<file path="config.mk">
export PLATFORM = sky130hd
export DESIGN_NAME = down_counter_ctrl
export DESIGN_NICKNAME = d
export VERILOG_FILES = /design/src/rtl/down_counter_ctrl.sv
export SDC_FILE = /design/constraint.sdc
export NUM_CORES = 1
export LEC_CHECK = 0
export CORE_AREA = 10 10 47 49
export CTS_CLUSTER_DIAMETER = 60
export CTS_CLUSTER_SIZE = 16
export DETAILED_ROUTE_END_ITERATION = 8
export DIE_AREA = 0 0 57 59
export MAX_ROUTING_LAYER = met4
export PLACE_DENSITY_LB_ADDON = 0.15
export SYNTH_ARGS = -nofsm -noshare
export SYNTH_HDL_FRONTEND = slang
export SYNTH_SLANG_ARGS = --single-unit
</file>
<file path="constraint.sdc">
create_clock -name clk -period 2.1 [get_ports clk]
set_input_delay 0.525 -clock clk [delete_from_list [all_inputs] [get_ports clk]]
set_output_delay 0.525 -clock clk [all_outputs]
set_load 0.01 [all_outputs]
</file>
<file path="src/rtl/down_counter_ctrl.sv">
// ---------------------------------------------------------------------------
// down_counter_ctrl
//
// Load-and-run down counter with a three-state controller (IDLE, COUNT,
// DONE). A start request in IDLE captures ld_val and begins counting; each
// qualified tick (cen & clkEn) decrements the count until it reaches zero.
// The tick seen at zero ends the run with a one-clock done pulse, and the
// controller then returns to IDLE. The count never wraps below zero.
//
// Ports
//   clk     in   sole clock, rising edge
//   rst     in   asynchronous reset, active low
//   rst_cu  in   synchronous clear/abort, active high, highest priority
//   start   in   load-and-run request, sampled only in IDLE
//   ld_val  in   [WIDTH-1:0] start value, captured together with start
//   cen     in   count enable
//   clkEn   in   tick qualifier; a tick is cen & clkEn at a rising edge
//   cnt     out  [WIDTH-1:0] current count (registered)
//   bo      out  borrow-out, high while counting with cnt == 0
//   busy    out  high whenever the controller is not idle
//   done    out  one-clock completion pulse
// ---------------------------------------------------------------------------
module down_counter_ctrl #(
  parameter int WIDTH = 4
) (
  input  logic             clk,
  input  logic             rst,
  input  logic             rst_cu,
  input  logic             start,
  input  logic [WIDTH-1:0] ld_val,
  input  logic             cen,
  input  logic             clkEn,
  output logic [WIDTH-1:0] cnt,
  output logic             bo,
  output logic             busy,
  output logic             done
);

  typedef enum logic [1:0] {
    IDLE  = 2'd0,
    COUNT = 2'd1,
    DONE  = 2'd2
  } state_t;

  state_t           state_q;
  state_t           state_d;
  logic [WIDTH-1:0] cnt_q;
  logic [WIDTH-1:0] cnt_d;
  logic             tick;
  logic             cnt_zero;

  assign tick     = cen & clkEn;
  assign cnt_zero = (cnt_q == '0);

  // State and count registers; the asynchronous reset clears both at once.
  always_ff @(posedge clk or negedge rst) begin
    if (!rst) begin
      state_q <= IDLE;
      cnt_q   <= '0;
    end else begin
      state_q <= state_d;
      cnt_q   <= cnt_d;
    end
  end

  // Next-state and next-count logic. The synchronous clear overrides every
  // state-specific action. At zero the count is held rather than
  // decremented, so the run ends in DONE instead of wrapping to all-ones.
  always_comb begin
    state_d = state_q;
    cnt_d   = cnt_q;
    if (rst_cu) begin
      state_d = IDLE;
      cnt_d   = '0;
    end else begin
      unique case (state_q)
        IDLE: begin
          if (start) begin
            state_d = COUNT;
            cnt_d   = ld_val;
          end
        end
        COUNT: begin
          if (tick) begin
            if (cnt_zero) begin
              state_d = DONE;
            end else begin
              cnt_d = cnt_q - WIDTH'(1);
            end
          end
        end
        DONE: begin
          state_d = IDLE;
          cnt_d   = '0;
        end
        default: begin
          state_d = IDLE;
          cnt_d   = '0;
        end
      endcase
    end
  end

  // Outputs are pure register / state decode; only bo combines the count
  // with the state.
  assign cnt  = cnt_q;
  assign bo   = (state_q == COUNT) && cnt_zero;
  assign busy = (state_q != IDLE);
  assign done = (state_q == DONE);

endmodule

</file>
==> metrics.md <==
| Metric | Value |
|---|---|
| Status | finished, final reports clean |
| RSZ-0062 raised after global routing | false |
| Layout Nets | 89 |
| DR pass1 iterations | 3 |
| Clock Skews | 0.00472 ns |
| PD cells | 1220 nW/um^2 |
| Kind of critical path | reg -> out |
| Routability cong. | 0.782 |
| HP Class | in -> async |
| R2r worst-path depth | 6 |
| Syn_nets | 60 |
| Most frequent cells in the layout | 15 x clkdlybuf4s50_1, 9 x buf_4, 6 x nand2_1, 6 x dfrtp_1, 4 x nor2_1 |
| Placed wire-length estimate | 976 microns |
| Critical Path Stages | 5 |
| Most area-consuming cells after synthesis | dfrtp_1 36%, a311oi_4 6.3%, ha_1 6.0% |
| Initial antenna violation count | 0 |
| Slowest stage cell on the critical path | or3b_4 |
| Top-area cell type share of the netlist area | 35.9% |
| Final worst-path cycle share | 94.0% |
| Vias | 418 |
| Placed cell area | 662 sq um |
| Post-Synthesis Cells | 48 |
| Design area | 689 sq um |
| Avg Inst Size Synth | 8.71 sq um |
| Worst setup SP type | flip-flop |
| CTS root buf | clkbuf_4 |
| Mux share of post-synthesis cell area | 0% |
| Routed length per instance | 13.2 microns |
| Hold Violations, Final | 0 |
| Detailed-route DRC error count | 0 |
| Crit-path leading delay family | simple AND/OR/NAND/NOR gates |
| I/O Buffers | 16 |
| Adder-Cell Fraction of Synth Area | 5.99% |
| CP max stage delay | 0.40 ns |
| Largest family of logic cells by synthesized area | simple AND/OR/NAND/NOR gates |
| #FFs+latches synth | 6 |
| Die span in y | 59 microns |
| Seq/Total Area, Yosys | 35.9% |
| Data required time of the worst path | 1.57 ns |
| Largest net degree at the start of global routing | 10 |
| Critical R2R Launch | cnt[0] |
| Final min period | 1.97 ns |
| Finish-stage setup viols | 0 |
| Cts hold-fix bufs | 0 |
| Max-cap violations | 0 |
| ANT nets after route | 0 |
| Reg clk slew, reported paths | 0.05 ns |
| Worst-skew pair later-pin latency | 0.25 ns |
| First-pass GRT wire length | 2060 microns |
| Leak pwr | 0.000294 uW |
| Post-synthesis compound-gate area fraction | 23.7% |
| # rows | 14 |
| Initial DRC Count | 6 |
| Area Overhead vs Synth | 65.0% |
| Rel. slew slack | 74.3% |
| Synthesized cell area | 418 sq um |
| Total setup buffers inserted after CTS | 0 |
| Crit path DAT | 1.45 ns |
| CTS H-tree lvls | 1 |
| Number of diodes | 0 |
| Area leader, netlist | dfrtp_1 |
| Worst vdd ir | 0.483 mV |
| Synth unique cells | 22 |
| Crit path capture type | output port |
| GR Overflow Total | 0 |
| Worst Setup SP | cnt[0] |
| Via density | 4.59 |
| I/O pins | 17 |
| Maximum clock frequency | 0.507 GHz |
| Synth Warn # | 0 |
| Worst-case clock buffer depth | 2 |
| CTS buffer count | 3 |
| Worst-Margin Slew | 0.383 ns |
| Fraction of the mapped netlist area in simple logic gates | 26.6% |
| Sink Count | 6 |
| CTS tree | done |
| Total GRT Usage | 7.92% |
| Total die area | 3360 sq um |
| Die Wd | 57 microns |
| Initial Util | 29.8% |
| Vias in the first global route | 452 |
| Layout cells sized above 1 | 22.7% |
| Worst-path cell chain | inv_1, ha_1, or3b_4, nor2_4, buf_2 |
| Final max-slew violation count | 0 |
| Commonest non-fill, non-tap cell in the layout | clkdlybuf4s50_1 |
| CP bufs+invs | 2 |
| Core Area | 1400 sq um |
| Final Power | 844 uW |
| Hold WS | 0.530 ns |
| Post-Synth XOR/XNOR Area | 4.19% |
| DRT Wirelength | 1200 microns |
| Critical-path maximum fanout | 2 |
==> path summary, 6_finish.rpt <==
path	slack, ns	end
setup / recovery	0.13	bo
hold / removal	0.53	cnt[2]
setup reg to reg	0.37	cnt[0]
hold reg to reg	0.57	cnt[0]
max in group asynchronous	1.34	state_q[0]
min in group clk	0.57	cnt[0]
==> repair_timing <==
action	4_1_cts	5_1_grt
hold endpoints to repair	0	0
resized for setup	5	2
endpoints found under the setup margin	1	1
pin swaps	0	0
==> worst register-to-register path, cell delays in order, from the launching register on <==
cell,delay (ns)
dfrtp_1,0.37
inv_1,0.07
ha_1,0.15
or3b_4,0.40
nor3_1,0.32
or2_1,0.22
o31ai_1,0.08
==> cell type report <==
cell class / count / area, sq um
inverters: 3 / 11.3
repair buffers: 25 / 223
fillers: 144 / 712
multi-input cells: 38 / 263
clock buffers: 3 / 22.5
well taps: 16 / 20.0
flip-flops and latches: 6 / 150
==> stage by stage <==
step / setup slack (ns) / utilization, % / TNS, ns / instances
floorplan: 0.351 / - / 0 / 48
global placement: -0.0447 / 47.2 / -0.0447 / 88
CTS: 0.00696 / 49.3 / 0 / 91
finish: 0.126 / 49.2 / 0 / 91
global route: 0.00679 / 49.2 / 0 / 91
detailed placement: -0.0731 / 47.2 / -0.0731 / 88
==> cell usage after synthesis <==
cell type	n
nand2b_1	1
o21ai_1	3
or2_4	1
nor2b_1	2
or3b_1	1
o21ai_0	2
nand2_1	6
or2_1	1
ha_1	2
nand3_1	2
dfrtp_1	6
o31ai_1	3
nor3b_1	1
a2bb2oi_1	1
o41ai_1	1
inv_1	3
xnor2_1	2
nor3_1	2
clkbuf_1	1
a311oi_4	1
o211ai_1	1
nor2_1	5
==> power breakdown <==
part | switching [uW] | internal, uW
combinational | 248 | 305
sequential | 26.3 | 157
clock | 43.9 | 64.8
==> logic make-up after synthesis <==
logic type | after synthesis
compound gates | 12
xor+xnor | 2
fa+ha+maj | 2
buf+inv | 4
flops | 6
simple gates | 22
==> sequential cells by signal (all words and copies together) (netlist names) <==
signal   cells
state_q      2
cnt          4
==> routing by layer <==
| metal | vias up | global-route usage (%) | part of all wire, % |
|---|---|---|---|
| li1 | 223 | - | - |
| met1 | 185 | 7.88 | 43 |
| met2 | 10 | 12.9 | 48 |
| met3 | 0 | 4.94 | 9.3 |
| met4 | 0 | 2.01 | 0 |
| met5 | - | - | 0 |
Power figures use the tool's default switching activity.
